--- src/rtl/alu_exec_stage.sv ---
// Execute stage: single-cycle ALU/address/branch ops, multi-cycle MUL, decode
// stall/bypass handshake and registered results toward the cache stage.
package alu_exec_pkg;
   localparam int PC_WIDTH = 32;

   localparam logic [6:0] OP_NOP  = 7'd0;
   localparam logic [6:0] OP_ADD  = 7'd1;
   localparam logic [6:0] OP_SUB  = 7'd2;
   localparam logic [6:0] OP_MUL  = 7'd3;
   localparam logic [6:0] OP_ADDI = 7'd4;
   localparam logic [6:0] OP_LDB  = 7'd5;
   localparam logic [6:0] OP_LDW  = 7'd6;
   localparam logic [6:0] OP_STB  = 7'd7;
   localparam logic [6:0] OP_STW  = 7'd8;
   localparam logic [6:0] OP_BEQ  = 7'd9;
   localparam logic [6:0] OP_JUMP = 7'd10;

   typedef struct packed {
      logic [6:0]  opcode;
      logic [4:0]  rd_addr;
      logic [4:0]  ra_addr;
      logic [31:0] ra_data;
      logic [31:0] rb_data;
      logic [31:0] offset;
   } alu_request_t;
endpackage

module alu_exec_stage
   import alu_exec_pkg::*;
#(
   parameter int unsigned MUL_LATENCY = 5
) (
   input  logic                clock,
   input  logic                reset,
   input  logic                req_to_alu_valid,
   input  alu_request_t        req_to_alu_info,
   input  logic [PC_WIDTH-1:0] req_to_alu_pc,
   input  logic                cache_stall,
   output logic                stall_decode,
   output logic [31:0]         alu_data_bypass,
   output logic                branch_taken,
   output logic [31:0]         branch_target,
   output logic                req_to_cache_valid,
   output logic [6:0]          req_to_cache_opcode,
   output logic [4:0]          req_to_cache_rd_addr,
   output logic [31:0]         req_to_cache_result,
   output logic [31:0]         req_to_cache_st_data,
   output logic [31:0]         req_to_cache_pc,
   output logic                xcpt_overflow
);

   typedef enum logic {IDLE, MUL_BUSY} state_t;

   localparam logic [3:0] CNT_INIT = 4'(MUL_LATENCY - 1);

   state_t       state, state_next;
   logic [3:0]   mul_cnt, mul_cnt_next;
   logic         kill, replay;
   logic [31:0]  mul_a, mul_b, mul_pc;
   logic [4:0]   mul_rd;

   logic [6:0]   op;
   logic [31:0]  ra, rb, off;
   logic [31:0]  alu_res, st_data;
   logic         alu_ovf, writes, bypass_ok, take;
   logic         busy, is_mul, replay_hit, blocked, accept, mul_start, mul_done;
   logic signed [63:0] mul_prod;
   logic         mul_ovf;
   logic         unused_ra_addr;

   assign op  = req_to_alu_info.opcode;
   assign ra  = req_to_alu_info.ra_data;
   assign rb  = req_to_alu_info.rb_data;
   assign off = req_to_alu_info.offset;
   assign unused_ra_addr = ^req_to_alu_info.ra_addr;

   // Decode re-presents the held MUL when stall falls; that copy must not run twice.
   assign busy       = (state == MUL_BUSY);
   assign is_mul     = req_to_alu_valid & (op == OP_MUL);
   assign replay_hit = replay & req_to_alu_valid & (req_to_alu_pc == mul_pc);
   assign blocked    = kill | replay_hit;

   assign stall_decode = (~busy & is_mul & ~blocked) | busy | cache_stall;
   assign accept       = req_to_alu_valid & ~stall_decode & ~blocked;
   assign mul_start    = ~busy & is_mul & ~blocked & ~cache_stall;
   assign mul_done     = busy & (mul_cnt == 4'd1) & ~cache_stall;

   always_comb begin
      alu_res   = '0;
      st_data   = '0;
      alu_ovf   = 1'b0;
      writes    = 1'b0;
      bypass_ok = 1'b0;
      take      = 1'b0;
      case (op)
         OP_ADD: begin
            alu_res   = ra + rb;
            alu_ovf   = (ra[31] == rb[31]) & (alu_res[31] != ra[31]);
            writes    = 1'b1;
            bypass_ok = 1'b1;
         end
         OP_SUB: begin
            alu_res   = ra - rb;
            alu_ovf   = (ra[31] != rb[31]) & (alu_res[31] != ra[31]);
            writes    = 1'b1;
            bypass_ok = 1'b1;
         end
         OP_ADDI: begin
            alu_res   = ra + off;
            alu_ovf   = (ra[31] == off[31]) & (alu_res[31] != ra[31]);
            writes    = 1'b1;
            bypass_ok = 1'b1;
         end
         OP_LDB, OP_LDW: begin
            alu_res = ra + off;
            writes  = 1'b1;
         end
         OP_STB, OP_STW: begin
            alu_res = ra + off;
            st_data = rb;
            writes  = 1'b1;
         end
         OP_BEQ:  take = (ra == rb);
         OP_JUMP: take = 1'b1;
         default: ;
      endcase
   end

   assign alu_data_bypass = (req_to_alu_valid & bypass_ok) ? alu_res : '0;

   assign mul_prod = $signed(mul_a) * $signed(mul_b);
   assign mul_ovf  = (mul_prod[63:32] != {32{mul_prod[31]}});

   // Completion waits at mul_cnt==1 while the cache stage is stalled.
   always_comb begin
      state_next   = state;
      mul_cnt_next = mul_cnt;
      case (state)
         IDLE: begin
            if (mul_start) begin
               state_next   = MUL_BUSY;
               mul_cnt_next = CNT_INIT;
            end
         end
         MUL_BUSY: begin
            if (mul_cnt == 4'd1) begin
               if (!cache_stall) begin
                  state_next   = IDLE;
                  mul_cnt_next = '0;
               end
            end else begin
               mul_cnt_next = mul_cnt - 4'd1;
            end
         end
         default: state_next = IDLE;
      endcase
   end

   always_ff @(posedge clock or negedge reset) begin
      if (!reset) begin
         state   <= IDLE;
         mul_cnt <= '0;
         kill    <= 1'b0;
         replay  <= 1'b0;
         mul_a   <= '0;
         mul_b   <= '0;
         mul_pc  <= '0;
         mul_rd  <= '0;
      end else begin
         state   <= state_next;
         mul_cnt <= mul_cnt_next;
         // kill and replay stay armed until a cycle decode can actually advance
         kill    <= (accept & take) | (kill & cache_stall);
         replay  <= mul_done | (replay & cache_stall);
         if (mul_start) begin
            mul_a  <= ra;
            mul_b  <= rb;
            mul_pc <= req_to_alu_pc;
            mul_rd <= req_to_alu_info.rd_addr;
         end
      end
   end

   always_ff @(posedge clock or negedge reset) begin
      if (!reset) begin
         branch_taken  <= 1'b0;
         branch_target <= '0;
      end else begin
         branch_taken  <= accept & take;
         branch_target <= (accept & take) ? (req_to_alu_pc + off) : '0;
      end
   end

   always_ff @(posedge clock or negedge reset) begin
      if (!reset) begin
         req_to_cache_valid   <= 1'b0;
         req_to_cache_opcode  <= '0;
         req_to_cache_rd_addr <= '0;
         req_to_cache_result  <= '0;
         req_to_cache_st_data <= '0;
         req_to_cache_pc      <= '0;
         xcpt_overflow        <= 1'b0;
      end else if (!cache_stall) begin
         if (mul_done) begin
            req_to_cache_valid   <= 1'b1;
            req_to_cache_opcode  <= OP_MUL;
            req_to_cache_rd_addr <= mul_rd;
            req_to_cache_result  <= mul_prod[31:0];
            req_to_cache_st_data <= '0;
            req_to_cache_pc      <= mul_pc;
            xcpt_overflow        <= mul_ovf;
         end else if (accept & writes) begin
            req_to_cache_valid   <= 1'b1;
            req_to_cache_opcode  <= op;
            req_to_cache_rd_addr <= req_to_alu_info.rd_addr;
            req_to_cache_result  <= alu_res;
            req_to_cache_st_data <= st_data;
            req_to_cache_pc      <= req_to_alu_pc;
            xcpt_overflow        <= alu_ovf;
         end else begin
            req_to_cache_valid   <= 1'b0;
            req_to_cache_opcode  <= '0;
            req_to_cache_rd_addr <= '0;
            req_to_cache_result  <= '0;
            req_to_cache_st_data <= '0;
            req_to_cache_pc      <= '0;
            xcpt_overflow        <= 1'b0;
         end
      end
   end

endmodule

--- config.mk ---
export PLATFORM = sky130hd
export DESIGN_NAME = alu_exec_stage
export DESIGN_NICKNAME = d
export VERILOG_FILES = /design/src/rtl/alu_exec_stage.sv
export SDC_FILE = /design/constraint.sdc
export NUM_CORES = 2
export LEC_CHECK = 0
export CAP_MARGIN = 20
export CELL_PAD_IN_SITES_DETAIL_PLACEMENT = 0
export CELL_PAD_IN_SITES_GLOBAL_PLACEMENT = 1
export CORE_MARGIN = 5
export CORE_UTILIZATION = 45
export CTS_CLUSTER_DIAMETER = 150
export DETAILED_ROUTE_END_ITERATION = 16
export PLACE_DENSITY_LB_ADDON = 0.3
export SLEW_MARGIN = 20
export SYNTH_ARGS = -nofsm -noshare
export SYNTH_HDL_FRONTEND = slang
export SYNTH_SLANG_ARGS = --single-unit
--- constraint.sdc ---
create_clock -name clock -period 9.8 [get_ports clock]
set_clock_uncertainty 0.05 [all_clocks]
set_input_delay 1.96 -clock clock [delete_from_list [all_inputs] [get_ports clock]]
set_output_delay 1.96 -clock clock [all_outputs]
set_load 0.05 [all_outputs]
# Word level (Yosys, flattened, before mapping)
# Index checks and enable logic that the tools add are counted.
[op_classes] n_addsub=5 mul=1 n_eq_ne=22 muxes=30 bitwise=27 n_reduce_logical=5
[ops] cell="32-bit 2-to-1 mux" n=9
[ops] cell="32-bit adder" n=3
[ops] cell="32-bit case mux with 3 select lines" n=1
[ops] cell="32-bit == test" n=2
[ops] cell="32-bit by 32-bit multiplier with 64-bit output" n=1
[ops] cell="32-bit != test" n=1
[ops] cell="32-bit subtractor" n=1
[ops] cell="7-bit by 3-bit == test with 1-bit output (second input constant)" n=4
[ops] cell="7-bit by 4-bit == test with 1-bit output (second input constant)" n=3
[ops] cell="1-bit AND" n=18
[ops] cell="7-bit by 2-bit == test with 1-bit output (second input constant)" n=2
[ops] cell="7-bit 2-to-1 mux" n=2
[ops] cell="4-bit 2-to-1 mux" n=3
[ops] cell="5-bit 2-to-1 mux" n=2
[ops] cell="1-bit 2-to-1 mux" n=9
[ops] cell="4-bit case mux with 2 select lines" n=1
[ops] cell="7-bit by 1-bit == test with 1-bit output (second input constant)" n=1
[ops] cell="7-bit OR reduction" n=1
[ops] cell="1-bit OR" n=5
[ops] cell="5-bit OR reduction" n=1
[ops] cell="4-bit by 1-bit == test with 1-bit output (second input constant)" n=1
[ops] cell="1-bit != test" n=4
[ops] cell="1-bit inverter" n=4
[ops] cell="1-bit case mux with 2 select lines" n=2
[ops] cell="other kinds (8)" n=9
[totals] register_bits=251 input_bits=149 out_inout_bits=176 elab_cells=107

# Depth between registers and ports, before layout
[depth] word_depth=13 mapped_depth=32 ltp_nobuf=30

# Least setup slack after synthesis
# OpenSTA, ideal clock, no wires.
[synth_path] path_type="register to register" from="register mul_a[31]" to="register xcpt_overflow" t_arrival_ns=8.413 path_slack_ns=1.205 stages_incl_launch_ff=30 n_path_buf=2 path_cell_list="dfrtp_1 clkbuf_1 nand2_1 inv_1 fa_1 inv_1 fa_1 inv_1 fa_1 fa_1 inv_1 fa_1 fa_1 fa_1 fa_1 inv_1 ha_1 clkbuf_1 nand3_1 nor3_1 a21oi_1 a31o_2 o21ai_0 o21ai_0 xnor2_1 nor2_1 a211oi_1 nand4_1 nor4_1 a21oi_1"
[synth_via] elab_chain_cells=3
[synth_rtl] element="start, declared" line_no="59" source="logic [31:0] mul_a, mul_b, mul_pc;"
[synth_rtl] element="start signal, assigned" line_no="176" source="mul_a <= ra;"
[synth_rtl] element="32-bit by 32-bit multiplier with 64-bit output" line_no="131" source="assign mul_prod = $signed(mul_a) * $signed(mul_b);"
[synth_rtl] element="32-bit != test" line_no="132" source="assign mul_ovf = (mul_prod[63:32] != {32{mul_prod[31]}});"
[synth_rtl] element="1-bit 2-to-1 mux" line_no="204" source="if (mul_done) begin"
[synth_rtl] element="end signal, assigned" line_no="211" source="xcpt_overflow <= mul_ovf;"
[synth_rtl] element="end signal, assigned" line_no="219" source="xcpt_overflow <= alu_ovf;"
[synth_rtl] element="end, declared" line_no="49" source="output logic xcpt_overflow"
# Every way passes these cells.
# A chain may end at the register's enable or synchronous reset.

# Worst setup path in the final report
[layout_path] from="register mul_a[18]" to="register xcpt_overflow"
# Same word-level chain as after synthesis.

==> out/results.ini <==
[run_status]
outcome=completed

[clock_network]
cts.clk_slew.worst_paths_ns=0.07
ctsRootBufferMaster=clkbuf_16
post_cts_buffers=0
clkLatencyLatePin_ns=0.59
tritoncts=done
post_cts_resized=0
cts.sinks=251
h-tree-depth=1
cts_buffers=29
hold_buffers=0
clock_path_buffers=3

[sta]
worst_pin_slew_ns=1.079
finalSetupTns_ns=0
rsz0062_at_grt=false
maxSlewViolCount=0
slew_headroom=0.2771
finalSetupViolCount=0
fmax_mhz=106.3
hold_violations=0
period_needed_ns=9.408
fin_crit_sh=0.9600

[worst_setup_path]
critPathRequiredTime_ns=10.23
startpoint=mul_a[18]
worstReg2RegStart=mul_a[18]
cpMaxStageDelayCell=dfrtp_1
crit_arrival_ns=9.84
path_class=reg -> reg
cp_common_cell=fa_1
reg2regPathDepth=26
worstPathMaxFanout=14
end_kind=register
crit_path_start_kind=register
max_stage_delay_ns=0.78

[final_layout]
final_common_cell=fa_1
final_util=0.5127
final_cell_mix=fa_1, inv_1, nand2_1
layout-drive-gt1-share=0.07935
area_growth_pct=13.56
final_cells=7357
finalNetCount=7348
finalInstanceArea_um2=59420

[routing]
drc=0
viasPerCell=5.536
initialDrtViolationCount=2774
vias=40729
wl_um=171300
drtAntennaViolNets=0
dr.pass1.iters=8
wl_per_cell_um=23.28

[grt]
grt_pass1_vias=44285
grt_start_max_net_pins=164
antenna_found_initial=12
grt_pass1_wl_um=268500
overflow=0
grtUsageTotal=0.2848

[yosys]
yosys_warnings=0
async_flop_share=1.000
yosysUniqueCellTypes=82
synth_flop_cell=dfrtp_1
synth_cells=5501
ys_ff_latch=251
yosysSeqAreaShare=0.1200
syn_area_um2=52320
syn-num-nets=7046
syn_avg_cell_area_um2=9.512
synth-edff-count=0

[worst_hold_path]
whs_path_depth=2
worst_hold_path_type=reg -> reg
hold_start=kill

[place]
globalplace.congestion=0.9081
port_buffers=319
dp_hpwl_um=143600
place_inst=7296
postPlaceCellArea_um2=58450

[floorplan]
rows=125
die_y_um=351.0
die_x_um=351.0
initial_utilization=0.4515
fp.coreArea_um2=115900
dieArea_um2=123200
boundaryPins=325

[job]
cap_violations=0

[power_and_ir_drop]
powerDensity_nw_per_um2=90.84
peakVddDrop_v=0.0001238
cellLeakagePower_nw=25.62

## layout make-up
class | instances | area, um^2
Clock buffer | 38 | 799.5
Tap cell | 1524 | 1907
Inverter | 898 | 3371
Antenna cell | 11 | 27.53
Fill cell | 10740 | 56480
Timing Repair Buffer | 577 | 5325
Multi-Input combinational cell | 4046 | 41570
Sequential cell | 251 | 6290
Clock inverter | 12 | 127.6
## flip-flops by register name (all words and copies together) (netlist names), 7 cells and up, named ones only
name / cells
branch_target: 32
mul_a: 32
mul_b: 32
req_to_cache_pc: 32
req_to_cache_opcode: 7
req_to_cache_result: 32
mul_pc: 32
req_to_cache_st_data: 32
## worst max-delay path, delay by kind of cell, from the launching register on
kind / cells / cell delay (ns)
AOI/OAI and AO/OA: 2 / 0.33
adders and majority gates: 9 / 4.23
buffers and inverters: 5 / 0.81
DFF: 1 / 0.78
and+or+nand+nor: 10 / 3.05
## final timing paths
check	end	slack (ns)
hold reg to reg	kill	0.42
hold / removal	kill	0.42
setup reg to reg	xcpt_overflow	0.39
max in group asynchronous	mul_a[11]	6.93
setup / recovery	xcpt_overflow	0.39
min in group asynchronous	req_to_cache_pc[5]	1.30
## cell families (layout without fill, tap and decap cells)
group | Yosys count | count (layout) | share of synthesized area
compound gates | 796 | 796 | 0.1060
xor+xnor | 160 | 160 | 0.02678
fa+ha+maj | 1396 | 1396 | 0.4896
buf+inv | 1204 | 1525 | 0.08652
flops | 251 | 251 | 0.1200
mux | 109 | 109 | 0.02334
other cells | 0 | 11 | 0
simple gates | 1585 | 1585 | 0.1477
## where the power goes
| group | total [mW] | leakage (nW) | internal (mW) | switching (mW) |
|---|---|---|---|---|
| clock | 1.09 | 0.462 | 0.625 | 0.470 |
| combinational | 3.14 | 21.7 | 1.27 | 1.87 |
| sequential | 1.16 | 3.46 | 1.07 | 0.0904 |
| total | 5.40 | 25.6 | 2.97 | 2.43 |
## metrics by stage
stage | worst slack [ns] | hold slack [ns] | total power, mW
2_1_floorplan | 1.205 | 0.3914 | 3.006
3_3_place_gp | 0.4044 | 0.4040 | 4.266
3_5_place_dp | 0.4143 | 0.4076 | 4.277
4_1_cts | 0.3743 | 0.4246 | 5.395
5_1_grt | 0.006661 | 0.4559 | 5.762
6_report | 0.3924 | 0.4231 | 5.397
## cells in the mapped netlist, types with 14 or more instances
| master | count | area share |
|---|---|---|
| o22ai_1 | 21 | 0.0025 |
| and2_1 | 452 | 0.054 |
| a21oi_1 | 188 | 0.018 |
| a211oi_1 | 19 | 0.0027 |
| o21bai_1 | 37 | 0.0053 |
| or2_2 | 14 | 0.0017 |
| a31oi_1 | 26 | 0.0031 |
| nand2b_1 | 53 | 0.0063 |
| nor3_1 | 46 | 0.0044 |
| nor4_1 | 20 | 0.0024 |
| xor2_1 | 58 | 0.0097 |
| mux2_2 | 104 | 0.022 |
| nand3_1 | 39 | 0.0037 |
| nand4_1 | 34 | 0.0041 |
| dfrtp_1 | 251 | 0.12 |
| o21a_1 | 20 | 0.0029 |
| ha_1 | 310 | 0.074 |
| a21o_1 | 74 | 0.011 |
| xnor2_1 | 102 | 0.017 |
| o31ai_1 | 17 | 0.0024 |
| a22oi_1 | 39 | 0.0056 |
| o221ai_1 | 18 | 0.0030 |
| a22o_1 | 37 | 0.0062 |
| a222oi_1 | 40 | 0.0077 |
| fa_1 | 1086 | 0.42 |
| o21ai_0 | 125 | 0.012 |
| a221o_1 | 17 | 0.0033 |
| nor2b_1 | 22 | 0.0026 |
| clkbuf_1 | 294 | 0.021 |
| nor2_1 | 176 | 0.013 |
| nand2_1 | 676 | 0.048 |
| inv_1 | 897 | 0.064 |
## routing by layer
metal	vias up	routed length, um	track usage
met5	-	41	0
met4	6	8573	0.1105
met3	264	11070	0.04777
met2	1270	80350	0.4684
met1	21163	71240	0.3793
li1	18026	-	-
(Power assumes the default switching activity.)
